[src/rtl/wb_uart_pkg.sv]
// ============================================================================
// wb_uart_pkg : shared constants and types for the Wishbone UART receiver
// Revision    : 1.0
// ============================================================================
`default_nettype none

package wb_uart_pkg;

  // Byte offsets within the 16-byte register window (address bits [3:2])
  localparam logic [3:0] DATA_OFF   = 4'h0;
  localparam logic [3:0] STATUS_OFF = 4'h4;
  localparam logic [3:0] DIV_OFF    = 4'h8;

  localparam int ST_VALID  = 0;
  localparam int ST_CNT_LO = 1;
  localparam int ST_CNT_HI = 3;
  localparam int ST_OVR    = 4;
  localparam int ST_FERR   = 5;

  // 50 MHz / 115200 baud
  localparam int unsigned DEFAULT_DIV = 434;

  typedef enum logic [1:0] {
    IDLE  = 2'd0,
    START = 2'd1,
    DATA  = 2'd2,
    STOP  = 2'd3
  } rx_state_t;

endpackage

`default_nettype wire

[src/rtl/wb_uart_rx_sync_fifo.sv]
// ============================================================================
// sync_fifo : power-of-two circular receive buffer with separate occupancy count
// Revision  : 1.0
// ============================================================================
`default_nettype none

module sync_fifo #(
  parameter int DEPTH = 4,
  parameter int WIDTH = 8
) (
  input  logic                     clk,
  input  logic                     rst_n,
  input  logic                     i_push,
  input  logic [WIDTH-1:0]         i_wdata,
  input  logic                     i_pop,
  output logic [WIDTH-1:0]         o_rdata,
  output logic                     o_full,
  output logic                     o_empty,
  output logic [$clog2(DEPTH):0]   o_count
);

  localparam int AW = $clog2(DEPTH);
  localparam logic [AW:0] FULL_CNT = (AW + 1)'(DEPTH);

  logic [WIDTH-1:0] r_mem [DEPTH];
  logic [AW-1:0]    r_wptr;
  logic [AW-1:0]    r_rptr;
  logic [AW:0]      r_count;
  logic             w_do_push;
  logic             w_do_pop;

  // A pop in the same cycle frees the slot, so a full FIFO may still accept
  assign w_do_pop  = i_pop && !o_empty;
  assign w_do_push = i_push && (!o_full || w_do_pop);

  assign o_full  = (r_count == FULL_CNT);
  assign o_empty = (r_count == '0);
  assign o_count = r_count;
  assign o_rdata = r_mem[r_rptr];

  always_ff @(posedge clk) begin
    if (w_do_push) begin
      r_mem[r_wptr] <= i_wdata;
    end
  end

  always_ff @(posedge clk or negedge rst_n) begin
    if (!rst_n) begin
      r_wptr  <= '0;
      r_rptr  <= '0;
      r_count <= '0;
    end else begin
      if (w_do_push) r_wptr <= r_wptr + 1'b1;
      if (w_do_pop)  r_rptr <= r_rptr + 1'b1;
      if (w_do_push && !w_do_pop)      r_count <= r_count + 1'b1;
      else if (w_do_pop && !w_do_push) r_count <= r_count - 1'b1;
    end
  end

endmodule

`default_nettype wire

[src/rtl/wb_uart_rx.sv]
// ============================================================================
// wb_uart_rx : Wishbone-slave 8N1 UART receiver with a small receive FIFO
// Revision   : 1.0
// ============================================================================
`default_nettype none

module wb_uart_rx
  import wb_uart_pkg::*;
#(
  parameter int unsigned CLKS_PER_BIT = DEFAULT_DIV,
  parameter int unsigned FIFO_DEPTH   = 4
) (
  input  logic        wb_clk_i,
  input  logic        wb_rst_ni,
  input  logic        wbs_cyc_i,
  input  logic        wbs_stb_i,
  input  logic        wbs_we_i,
  input  logic [3:0]  wbs_sel_i,
  input  logic [31:0] wbs_adr_i,
  input  logic [31:0] wbs_dat_i,
  output logic        wbs_ack_o,
  output logic [31:0] wbs_dat_o,
  input  logic        rx_i,
  output logic        irq_o
);

  localparam int          CW      = $clog2(FIFO_DEPTH) + 1;
  localparam logic [15:0] DIV_RST = 16'(CLKS_PER_BIT);

  logic        r_rx_meta;
  logic        r_rx_sync;
  logic        r_rx_prev;
  rx_state_t   r_state;
  logic [15:0] r_cnt;
  logic [15:0] r_div_q;
  logic [15:0] r_div;
  logic [7:0]  r_shift;
  logic [2:0]  r_bit;
  logic        r_ovr;
  logic        r_ferr;
  logic        r_ack;
  logic [31:0] r_dat;
  logic        r_irq;

  logic          w_req;
  logic [3:0]    w_off;
  logic          w_pop;
  logic          w_expire;
  logic          w_stop_smp;
  logic          w_push;
  logic          w_ovr_evt;
  logic          w_ferr_evt;
  logic          w_st_wr;
  logic          w_div_wr;
  logic [15:0]   w_div_new;
  logic [7:0]    w_rdata;
  logic          w_full;
  logic          w_empty;
  logic [CW-1:0] w_count;
  logic [31:0]   w_status;
  logic [31:0]   w_rd_word;
  logic          w_unused;

  assign w_unused = &{1'b0, wbs_adr_i[31:4], wbs_adr_i[1:0], wbs_dat_i[31:16], wbs_sel_i[3:2]};

  // ---------------------------------------------------------------- decode
  assign w_req    = wbs_cyc_i && wbs_stb_i && !r_ack;
  assign w_off    = {wbs_adr_i[3:2], 2'b00};
  assign w_pop    = w_req && !wbs_we_i && (w_off == DATA_OFF);
  assign w_st_wr  = w_req && wbs_we_i && (w_off == STATUS_OFF);
  assign w_div_wr = w_req && wbs_we_i && (w_off == DIV_OFF);
  assign w_div_new = {wbs_sel_i[1] ? wbs_dat_i[15:8] : r_div[15:8],
                      wbs_sel_i[0] ? wbs_dat_i[7:0]  : r_div[7:0]};

  always_comb begin
    w_status                       = '0;
    w_status[ST_VALID]             = !w_empty;
    w_status[ST_CNT_HI:ST_CNT_LO]  = 3'(w_count);
    w_status[ST_OVR]               = r_ovr;
    w_status[ST_FERR]              = r_ferr;
  end

  always_comb begin
    w_rd_word = '0;
    case (w_off)
      DATA_OFF:   w_rd_word = w_empty ? 32'd0 : {24'd0, w_rdata};
      STATUS_OFF: w_rd_word = w_status;
      DIV_OFF:    w_rd_word = {16'd0, r_div};
      default:    w_rd_word = '0;
    endcase
  end

  // -------------------------------------------------------------- receiver
  assign w_expire   = (r_cnt == 16'd0);
  assign w_stop_smp = (r_state == STOP) && w_expire;
  assign w_push     = w_stop_smp && r_rx_sync;
  assign w_ovr_evt  = w_push && w_full && !w_pop;
  assign w_ferr_evt = w_stop_smp && !r_rx_sync;

  always_ff @(posedge wb_clk_i or negedge wb_rst_ni) begin
    if (!wb_rst_ni) begin
      r_rx_meta <= 1'b1;
      r_rx_sync <= 1'b1;
      r_rx_prev <= 1'b1;
      r_state   <= IDLE;
      r_cnt     <= '0;
      r_div_q   <= DIV_RST;
      r_shift   <= '0;
      r_bit     <= '0;
    end else begin
      r_rx_meta <= rx_i;
      r_rx_sync <= r_rx_meta;
      r_rx_prev <= r_rx_sync;
      // Reload with div_q-1 so consecutive samples are exactly div_q cycles apart
      case (r_state)
        IDLE: begin
          if (r_rx_prev && !r_rx_sync) begin
            r_div_q <= r_div;
            r_cnt   <= r_div >> 1;
            r_state <= START;
          end
        end
        START: begin
          if (w_expire) begin
            if (!r_rx_sync) begin
              r_cnt   <= r_div_q - 16'd1;
              r_bit   <= '0;
              r_state <= DATA;
            end else begin
              r_state <= IDLE;
            end
          end else begin
            r_cnt <= r_cnt - 16'd1;
          end
        end
        DATA: begin
          if (w_expire) begin
            r_shift <= {r_rx_sync, r_shift[7:1]};
            r_cnt   <= r_div_q - 16'd1;
            r_bit   <= r_bit + 3'd1;
            if (r_bit == 3'd7) r_state <= STOP;
          end else begin
            r_cnt <= r_cnt - 16'd1;
          end
        end
        STOP: begin
          if (w_expire) r_state <= IDLE;
          else          r_cnt   <= r_cnt - 16'd1;
        end
        default: r_state <= IDLE;
      endcase
    end
  end

  // ------------------------------------------------------- registers / bus
  always_ff @(posedge wb_clk_i or negedge wb_rst_ni) begin
    if (!wb_rst_ni) begin
      r_ack  <= 1'b0;
      r_dat  <= '0;
      r_irq  <= 1'b0;
      r_ovr  <= 1'b0;
      r_ferr <= 1'b0;
      r_div  <= DIV_RST;
    end else begin
      r_ack <= w_req;
      r_dat <= (w_req && !wbs_we_i) ? w_rd_word : 32'd0;
      r_irq <= !w_empty || r_ovr || r_ferr;

      if (w_ovr_evt)                             r_ovr <= 1'b1;
      else if (w_st_wr && wbs_dat_i[ST_OVR])     r_ovr <= 1'b0;

      if (w_ferr_evt)                            r_ferr <= 1'b1;
      else if (w_st_wr && wbs_dat_i[ST_FERR])    r_ferr <= 1'b0;

      if (w_div_wr && (w_div_new >= 16'd4))      r_div <= w_div_new;
    end
  end

  sync_fifo #(
    .DEPTH (FIFO_DEPTH),
    .WIDTH (8)
  ) u_fifo (
    .clk     (wb_clk_i),
    .rst_n   (wb_rst_ni),
    .i_push  (w_push),
    .i_wdata (r_shift),
    .i_pop   (w_pop),
    .o_rdata (w_rdata),
    .o_full  (w_full),
    .o_empty (w_empty),
    .o_count (w_count)
  );

  assign wbs_ack_o = r_ack;
  assign wbs_dat_o = r_dat;
  assign irq_o     = r_irq;

endmodule

`default_nettype wire

[config.mk]
export PLATFORM = sky130hd
export DESIGN_NAME = wb_uart_rx
export DESIGN_NICKNAME = d
export VERILOG_FILES = /design/src/rtl/wb_uart_pkg.sv /design/src/rtl/wb_uart_rx_sync_fifo.sv /design/src/rtl/wb_uart_rx.sv
export SDC_FILE = /design/constraint.sdc
export NUM_CORES = 1
export LEC_CHECK = 0
export CAP_MARGIN = 15
export CORE_ASPECT_RATIO = 0.7
export CORE_MARGIN = 1.5
export CORE_UTILIZATION = 48
export DETAILED_ROUTE_END_ITERATION = 16
export GPL_TIMING_DRIVEN = 0
export PLACE_DENSITY = 0.81
export SLEW_MARGIN = 5
export SYNTH_ARGS = -nofsm -noshare
export SYNTH_HDL_FRONTEND = slang
export SYNTH_HIERARCHICAL = 1
export SYNTH_SLANG_ARGS = --single-unit
[constraint.sdc]
create_clock -name wb_clk_i -period 2.9 [get_ports wb_clk_i]
set_input_delay 0.58 -clock wb_clk_i [delete_from_list [all_inputs] [get_ports wb_clk_i]]
set_output_delay 0.58 -clock wb_clk_i [all_outputs]
set_load 0.02 [all_outputs]
==> flow_summary.json, run 1 <==
{
  "rr_endpoint": "u_fifo/o_count[2]$_DFFE_PN0P_",
  "ys_warn_count": 6,
  "placedCellCount": 738,
  "layout_min_cycle_time_ns": 2.79,
  "ys_ff_latch": 123,
  "drc": 0,
  "cts.sinks": 123,
  "timing.final.crit_share_pct": 96.2,
  "rr_worst_depth": 12,
  "ant_nets": 0,
  "grt_pass1_vias": 4509,
  "finalNetCount": 690,
  "cts_tree": "yes",
  "outcome": "completed",
  "reg2reg_from": "r_cnt[0]$_DFFE_PN0P_",
  "firstDrtPassIters": 5,
  "ctsHtreeMaxLevel": 4,
  "port_buffers": 41,
  "clk_pin_slew_ns": 0.06,
  "cts_hold_buf": 0,
  "dieArea_sq_um": 13400,
  "max_slew.worst_pin.slew_ns": 0.876,
  "crit_fanout": 7,
  "drv_slew": 0,
  "grt_max_degree": 52,
  "start_util_pct": 49.1,
  "startpoint_type": "input port",
  "synth_cells": 519,
  "hold_ws_ns": 0.196,
  "grt_overflow": 0,
  "ys_types": 64,
  "synth_edf_count": 32,
  "crit_type": "input port to register",
  "hold_viol_final": 0,
  "synth_area_sq_um": 6100,
  "highest_layer": "met4",
  "cts_buffer_depth": 2,
  "grtUsageTotal_pct": 23.0,
  "die_width_um": 138,
  "totalWireLength_um": 14300,
  "required_ns": 3.24,
  "antenna_found_initial": 0,
  "area_growth_pct": 23.6,
  "vias_per_cell": 5.74,
  "drt-initial-drc-count": 493,
  "fmax_mhz": 358,
  "cts_inserted_buffers": 17,
  "dieHeight_um": 97.3,
  "worstHoldPathType": "input port to asynchronous set/reset pin",
  "hpwlAfterDp_um": 10000,
  "powerDensity_nw_per_um2": 975,
  "cts_root_buf": "clkbuf_16",
  "wl_met3_um": 1090,
  "grt_pass1_wl_um": 23100,
  "utilization_pct": 60.7,
  "avgSynthCellArea_sq_um": 11.8,
  "fp.coreArea_sq_um": 12400,
  "synthArstFlopShare_pct": 74.0,
  "place.gp.congestion": 0.907,
  "final_common_cell": "dfrtp_1",
  "finClkSkew_ns": 0.0135,
  "end_kind": "register",
  "slew_headroom_pct": 41.0,
  "ys.flop_type": "dfrtp_1",
  "tns_ns": 0,
  "mostFrequentLayoutCells": "78 x dfrtp_1, 44 x nor2_1, 40 x mux2_2, 39 x clkdlybuf4s50_1, 32 x edfxtp_1",
  "instances_no_fill": 775,
  "final.fill_count": 944,
  "n_antenna_cell": 0,
  "reg2reg_slack_ns": 0.16,
  "critPathArrivalTime_ns": 3.13,
  "p_leak_nw": 3.22,
  "num_vias": 4446,
  "routedWlPerCell_um": 18.5,
  "layout-drive-gt1-share_pct": 25.9,
  "vdd_ir_drop_max_mv": 0.544,
  "clock_latency_ns": 0.43,
  "setup_viol": 0,
  "timing.max_cap.violations": 0,
  "ios": 108,
  "ys_seq_area_share_pct": 53.3,
  "rows": 34,
  "wl_met1_um": 6090,
  "wl_met2_um": 6780
}
power breakdown:
group	switching (mW)	internal (mW)	total, mW
combinational	1.49	1.16	2.65
clock	0.836	1.31	2.14
sequential	0.433	2.13	2.57
total	2.76	4.60	7.36
metal layers:
| layer | global-route usage, % | vias to the layer above |
|---|---|---|
| li1 | - | 2029 |
| met1 | 31.5 | 2188 |
| met2 | 34.7 | 198 |
| met3 | 6.05 | 31 |
| met4 | 9.46 | 0 |
| met5 | 0 | - |
area by class of cell:
cell class | instances | area, sq um | share of cell area [%]
Tap cell | 162 | 203 | 2.69
Inverter | 19 | 71.3 | 0.945
Multi-Input combinational cell | 357 | 2730 | 36.2
Sequential cell | 123 | 3250 | 43.1
Timing Repair Buffer | 51 | 498 | 6.60
Buffer | 31 | 188 | 2.49
Clock inverter | 14 | 163 | 2.16
Clock buffer | 18 | 439 | 5.82
worst max-delay path: stages:
cell and delay (ns):
clkdlybuf4s50_1 0.47, nand2_2 0.06, or3_4 0.37, or2_4 0.30, nor2_4 0.12, inv_2 0.06, a21boi_4 0.19, ha_4 0.15
inv_1 0.04, fa_2 0.33, xor2_1 0.14, nor2_1 0.14, xor2_1 0.17
synth_stat cells (3+ instances only):
master     n  area share (%)
inv_1     18             1.1
buf_4     17             2.1
a21oi_1   25             2.1
nand2_1   32             2.0
nor2b_1    4            0.41
o31ai_1    5            0.62
mux2i_1    5            0.82
clkbuf_1  12            0.74
and2_1     7            0.72
a31oi_1    4            0.41
mux2_2    40             7.4
edfxtp_1  32              16
nor2_1    45             2.8
nand3_1    9            0.74
dfrtp_1   78              32
mux4_2     8             3.0
nor3_1    11            0.90
a22o_1     4            0.57
or4b_2     3            0.49
and2_2     4            0.49
buf_2      6            0.49
nor4_1     8            0.82
xnor2_1   11             1.6
a22oi_1    8            0.98
ha_1      15             3.1
dfstp_2   13             5.6
or4_1      4            0.49
xor2_1    18             2.6
nand2b_1   3            0.31
o21ai_0   19             1.6
o22ai_1    3            0.31
o221ai_1   8             1.1
how the worst max path moves through the flow:
stage,from,endpoint,depth (start not counted)
2_1_floorplan,r_cnt[7]$_DFFE_PN0P_,u_fifo/o_count[2]$_DFFE_PN0P_,11
3_3_place_gp,wb_rst_ni,r_shift[2]$_DFFE_PN0P_,1
3_5_place_dp,r_cnt[7]$_DFFE_PN0P_,u_fifo/o_count[2]$_DFFE_PN0P_,11
4_1_cts,wbs_stb_i,u_fifo/o_count[2]$_DFFE_PN0P_,14
5_1_grt,r_cnt[0]$_DFFE_PN0P_,u_fifo/o_count[2]$_DFFE_PN0P_,12
6_report,wbs_stb_i,u_fifo/o_count[2]$_DFFE_PN0P_,13
flip-flops by register name (all words and copies together), names as in the netlist, 2 cells and up, named ones only:
register,flops
r_bit,3
r_cnt,16
r_div,16
r_div_q,16
r_shift,8
u_fifo/o_count,3
u_fifo/r_mem,32
u_fifo/r_rptr,2
u_fifo/r_wptr,2
wbs_dat_o,16
through the flow:
step | setup WS (ns) | power [mW] | instance area, sq um
2_1_floorplan | 0.000111 | 4.35 | 6200
3_3_place_gp | -2.10 | 4.96 | 6810
3_5_place_dp | -0.731 | 5.07 | 6830
4_1_cts | 0.00269 | 7.26 | 7460
5_1_grt | -0.0175 | 7.76 | 7540
6_report | 0.110 | 7.36 | 7540
repair_timing:
item | 4_1_cts | 5_1_grt
setup buffers | 2 | 7
gates resized for setup | 5 | 8
pin swaps | 3 | 6
setup endpoints to repair | 36 | 2
logic make-up (layout without fill, tap and decap cells):
kind of cell | after synthesis | after routing | synth area share (%)
fa+ha+maj | 16 | 16 | 3.40
other cells | 1 | 16 | 0.0615
compound gates | 93 | 93 | 10.2
simple gates | 149 | 149 | 12.9
xor+xnor | 29 | 29 | 4.16
flops | 123 | 123 | 53.3
mux | 54 | 54 | 11.4
buf+inv | 54 | 133 | 4.49
No activity file was read; power rests on OpenSTA's default activity.
==> inputs of run 2 (changes only) <==
- CELL_PAD_IN_SITES_DETAIL_PLACEMENT: default -> 2
- CELL_PAD_IN_SITES_GLOBAL_PLACEMENT: default -> 2
- CORE_UTILIZATION: 48 -> 31
- HOLD_SLACK_MARGIN: default -> 0.08
- PLACE_DENSITY: 0.81 -> 0.79
==> flow_summary.json, run 2 (synthesized netlist as in run 1, its figures left out) <==
{
  "grt_pass1_wl_um": 31000,
  "dieArea_sq_um": 20500,
  "worstHoldPathType": "input port to asynchronous set/reset pin",
  "grt_pass1_vias": 5073,
  "clock_latency_ns": 0.42,
  "grt_max_degree": 64,
  "end_kind": "register",
  "grt_overflow": 0,
  "drc": 0,
  "cts_root_buf": "clkbuf_16",
  "rows": 42,
  "final_common_cell": "dfrtp_1",
  "crit_fanout": 8,
  "routedWlPerCell_um": 23.0,
  "cts.sinks": 123,
  "grtUsageTotal_pct": 20.5,
  "max_slew.worst_pin.slew_ns": 0.742,
  "layout_min_cycle_time_ns": 2.92,
  "path_cells": "clkdlybuf4s50_1 -> or4b_2 -> o22ai_1 -> a31oi_1 -> nand2_1 -> mux2_2",
  "layout-drive-gt1-share_pct": 27.9,
  "num_vias": 4669,
  "violations": "negative setup slack",
  "drt-initial-drc-count": 331,
  "largest_reg_flops": 32,
  "start_util_pct": 32.0,
  "place.gp.congestion": 0.845,
  "utilization_pct": 40.9,
  "met3_usage_pct": 3.86,
  "max_stage_delay_ns": 0.65,
  "multi_input_area_sq_um": 2740,
  "drv_slew": 0,
  "hold_ws_ns": 0.108,
  "worst_slack_ns": -0.0174,
  "hold_viol_final": 0,
  "startpoint_type": "input port",
  "vdd_ir_drop_max_mv": 0.526,
  "crit_path_top_delay_cell": "or4b_2",
  "grt_busiest_layer": "met2",
  "fmax_mhz": 343,
  "final.fill_count": 1949,
  "slew_headroom_pct": 50.1,
  "port_buffers": 41,
  "crit_type": "input port to register",
  "fp.coreArea_sq_um": 19100,
  "setup_viol": 3,
  "powerDensity_nw_per_um2": 992,
  "total_power_mw": 7.73,
  "required_ns": 3.20,
  "antenna_found_initial": 0,
  "cts_inserted_buffers": 17,
  "use_met2_pct": 33.4,
  "cts_hold_buf": 0,
  "mostFrequentLayoutCells": "76 x dfrtp_1, 44 x nor2_1, 42 x buf_4, 40 x mux2_2, 40 x clkdlybuf4s50_1",
  "ant_nets": 0,
  "outcome": "finished with violations",
  "ctsHtreeMaxLevel": 4,
  "regArea_sq_um": 3260,
  "timing.max_cap.violations": 0,
  "ios": 108,
  "p_leak_nw": 3.28,
  "vias_per_cell": 5.22,
  "timing.final.crit_share_pct": 101,
  "firstDrtPassIters": 5,
  "grtUsageMet1_pct": 28.1,
  "finalNetCount": 705,
  "cts_buffer_depth": 2,
  "dieHeight_um": 120,
  "critPathArrivalTime_ns": 3.22,
  "totalWireLength_um": 20600,
  "hpwlAfterDp_um": 13700,
  "area_growth_pct": 27.8,
  "largest-register": "u_fifo/r_mem",
  "cts_tree": "yes",
  "die_width_um": 171,
  "finClkSkew_ns": 0.00892,
  "clk_pin_slew_ns": 0.06
}
-- run 2: per-stage QoR --
step,worst slack [ns],std cells,cell area (sq um),setup TNS (ns)
final,-0.0174,894,7800,-0.0238
after CTS,0.0264,876,7660,0
after global placement,-2.31,839,6940,-210.39
after global routing,-0.0628,892,7790,-0.461
after floorplan,0.000111,534,6200,0
after detailed placement,-0.998,840,6970,-22.31
-- run 2: power by group --
group	internal, mW	leakage, nW	switching [mW]
Sequential	2.14	1.50	0.500
Clock	1.30	0.273	0.805
Combinational	1.24	1.51	1.75
-- run 2: worst max-delay path: cells and delay by family --
kind / cells / cell delay [ns]
mux: 1 / 0.40
simple gates: 2 / 1.03
compound gates: 2 / 0.59
buf+inv: 1 / 0.61
-- run 2: timing repair --
| action | CTS | global route |
|---|---|---|
| resized for setup | 12 | 7 |
| buffers inserted | 6 | 18 |
| endpoints found under the setup margin | 38 | 2 |
| pin swaps | 4 | 11 |
-- run 2: worst paths after layout --
check,start,to,slack [ns],depth (start not counted)
worst max-delay path,wbs_sel_i[0],r_div[0]$_DFFE_PN0P_,-0.02,6
worst min-delay path,wb_rst_ni,wbs_dat_o[0]$_DFF_PN0_,0.11,1
worst max register to register,r_cnt[1]$_DFFE_PN0P_,u_fifo/o_count[2]$_DFFE_PN0P_,0.12,13
worst min register to register,r_rx_meta$_DFF_PN1_,r_rx_sync$_DFF_PN1_,0.35,0
max in group asynchronous,wb_rst_ni,r_div[7]$_DFFE_PN1P_,2.07,2
min in group wb_clk_i,r_rx_meta$_DFF_PN1_,r_rx_sync$_DFF_PN1_,0.35,0
-- run 2: routing by layer --
| metal | routed length, um | vias to the layer above |
|---|---|---|
| met3 | 871 | 27 |
| met4 | 345 | 0 |
| met5 | 0 | - |
| met2 | 9960 | 141 |
| met1 | 9420 | 2446 |
| li1 | - | 2055 |
-- run 2: final cells by class --
cell class | instances | share of cell area [%]
well taps | 264 | 4.24
flip-flops and latches | 123 | 41.8
multi-input cells | 357 | 35.1
repair buffers | 66 | 7.90
inverters | 19 | 0.915
diodes | 2 | 0.0642
clock buffers | 20 | 5.86
plain buffers | 31 | 2.55
clock inverters | 12 | 1.57
==> inputs of run 3 (changes only) <==
- CORE_UTILIZATION: 31 -> 35
- PLACE_DENSITY: 0.79 -> 0.84
- clock period: 2.9 -> 3.15 ns (I/O delays scaled with it)
==> flow_summary.json, run 3 (synthesized netlist as in run 1, its figures left out) <==
{
  "outcome": "completed",
  "start_util_pct": 35.6,
  "hold_viol_final": 0,
  "multi_input_area_sq_um": 2720,
  "tns_ns": 0,
  "grt_pass1_wl_um": 30800,
  "cts_hold_buf": 0,
  "powerDensity_nw_per_um2": 896,
  "cp_num_buf_inv": 3,
  "drv_slew": 0,
  "vias_per_cell": 5.40,
  "final.fill_count": 1779,
  "layout_min_cycle_time_ns": 3.10,
  "utilization_pct": 44.5,
  "grt_overflow": 0,
  "vdd_ir_drop_max_mv": 0.274,
  "finalNetCount": 697,
  "hold_ws_ns": 0.139,
  "firstDrtPassIters": 5,
  "startpoint_type": "input port",
  "max_stage_delay_ns": 0.47,
  "ios": 108,
  "setup_viol": 0,
  "dpl_cell_area_sq_um": 6880,
  "end_kind": "register",
  "crit_path_top_delay_cell": "clkdlybuf4s50_1",
  "max_slew.worst_pin.slew_ns": 0.946,
  "fp.coreArea_sq_um": 17100,
  "placedCellCount": 807,
  "worstSetupEndpoint": "u_fifo/o_count[2]$_DFFE_PN0P_",
  "instances_no_fill": 850,
  "rows": 40,
  "antenna_found_initial": 0,
  "cts_tree": "yes",
  "port_buffers": 41,
  "reg2reg_from": "r_cnt[0]$_DFFE_PN0P_",
  "path_depth": 13,
  "grtUsageTotal_pct": 22.8,
  "p_leak_nw": 3.21,
  "dieArea_sq_um": 18200,
  "layout-drive-gt1-share_pct": 26.0,
  "cts_inserted_buffers": 17,
  "area_growth_pct": 24.8,
  "worstSetupStartpoint": "wbs_stb_i",
  "final_area_sq_um": 7610,
  "cts_buffer_depth": 2,
  "n_antenna_cell": 0,
  "mostFrequentLayoutCells": "77 x dfrtp_1, 44 x nor2_1, 40 x mux2_2, 40 x clkdlybuf4s50_1, 33 x buf_4",
  "ctsHtreeMaxLevel": 4,
  "drt-initial-drc-count": 239,
  "crit_type": "input port to register",
  "critPathArrivalTime_ns": 3.43,
  "worst_slack_ns": 0.0477,
  "drc": 0,
  "critical_path.top_delay_family": "simple AND/OR/NAND/NOR gates",
  "num_vias": 4592,
  "worstHoldPathType": "input port to asynchronous set/reset pin",
  "regArea_sq_um": 3260,
  "rr_worst_depth": 13,
  "place_ws_ns": -1.00,
  "cts.sinks": 123,
  "grt_pass1_vias": 5063,
  "ant_nets": 0,
  "final_common_cell": "dfrtp_1",
  "dieHeight_um": 113,
  "cts_root_buf": "clkbuf_16",
  "finClkSkew_ns": 0.00957,
  "fmax_mhz": 322,
  "slew_headroom_pct": 36.4,
  "die_width_um": 161,
  "largest_reg_flops": 32,
  "crit_fanout": 6,
  "reg2reg_slack_ns": 0.11,
  "clk_pin_slew_ns": 0.06,
  "routedWlPerCell_um": 23.7,
  "place.gp.congestion": 0.816,
  "grt_max_degree": 65,
  "rr_endpoint": "u_fifo/o_count[2]$_DFFE_PN0P_",
  "totalWireLength_um": 20100,
  "total_power_mw": 6.82,
  "timing.max_cap.violations": 0,
  "timing.final.crit_share_pct": 98.5,
  "largest-register": "u_fifo/r_mem",
  "clock_latency_ns": 0.42,
  "hpwlAfterDp_um": 13900,
  "path_cells": "clkdlybuf4s50_1 -> nand2_1 -> or3_4 -> or2_4 -> nor2_4 -> inv_1 -> a21boi_4 -> ha_4 -> inv_1 -> fa_2 -> xor2_1 -> nor2_1 -> xor2_1",
  "required_ns": 3.48
}
==> run 3: final cells by class <==
cell class	count	share of cell area [%]
inverter	19	0.937
sequential	123	42.8
timing repair buffer	57	7.20
buffer	32	2.66
multi-input combinational	357	35.8
clock buffer	17	5.59
tap	231	3.80
clock inverter	14	1.28
==> run 3: repair_timing <==
item	in CTS	in global routing
resized for setup	15	7
setup buffers	3	12
setup endpoints to repair	35	1
pin swaps	0	6
==> run 3: worst register-to-register path, cell delays in order, from the launching register on <==
cell	delay, ns
dfrtp_2	0.44
inv_2	0.08
ha_1	0.15
nor4b_4	0.29
nand4_4	0.16
buf_8	0.17
nor3_4	0.24
a21boi_4	0.28
ha_4	0.18
inv_1	0.07
fa_2	0.34
xor2_1	0.16
nor2_1	0.17
xor2_1	0.22
==> run 3: power breakdown <==
part	switching, mW	internal [mW]	total, mW	leakage [nW]
sequential	0.432	1.97	2.40	1.50
clock	0.765	0.998	1.76	0.251
combinational	1.57	1.09	2.66	1.46
==> run 3: worst min path at each step <==
stage                     slack (ns)  cells after the start                         end           startpoint
after floorplan                 0.33                      0  asynchronous set/reset pin            wb_rst_ni
after global routing            0.16                      1        r_cnt[1]$_DFFE_PN0P_            wb_rst_ni
after detailed placement        0.35                      0         r_rx_sync$_DFF_PN1_  r_rx_meta$_DFF_PN1_
after global placement          0.35                      0         r_rx_sync$_DFF_PN1_  r_rx_meta$_DFF_PN1_
final                           0.14                      1        r_cnt[2]$_DFFE_PN0P_            wb_rst_ni
after CTS                       0.15                      1        r_cnt[2]$_DFFE_PN0P_            wb_rst_ni
==> run 3: layer usage <==
layer | share of wire (%) | GRT usage [%]
met1 | 45 | 31.3
met2 | 49 | 36.7
met3 | 4.5 | 4.65
met4 | 1.8 | 6.60
met5 | 0 | 0
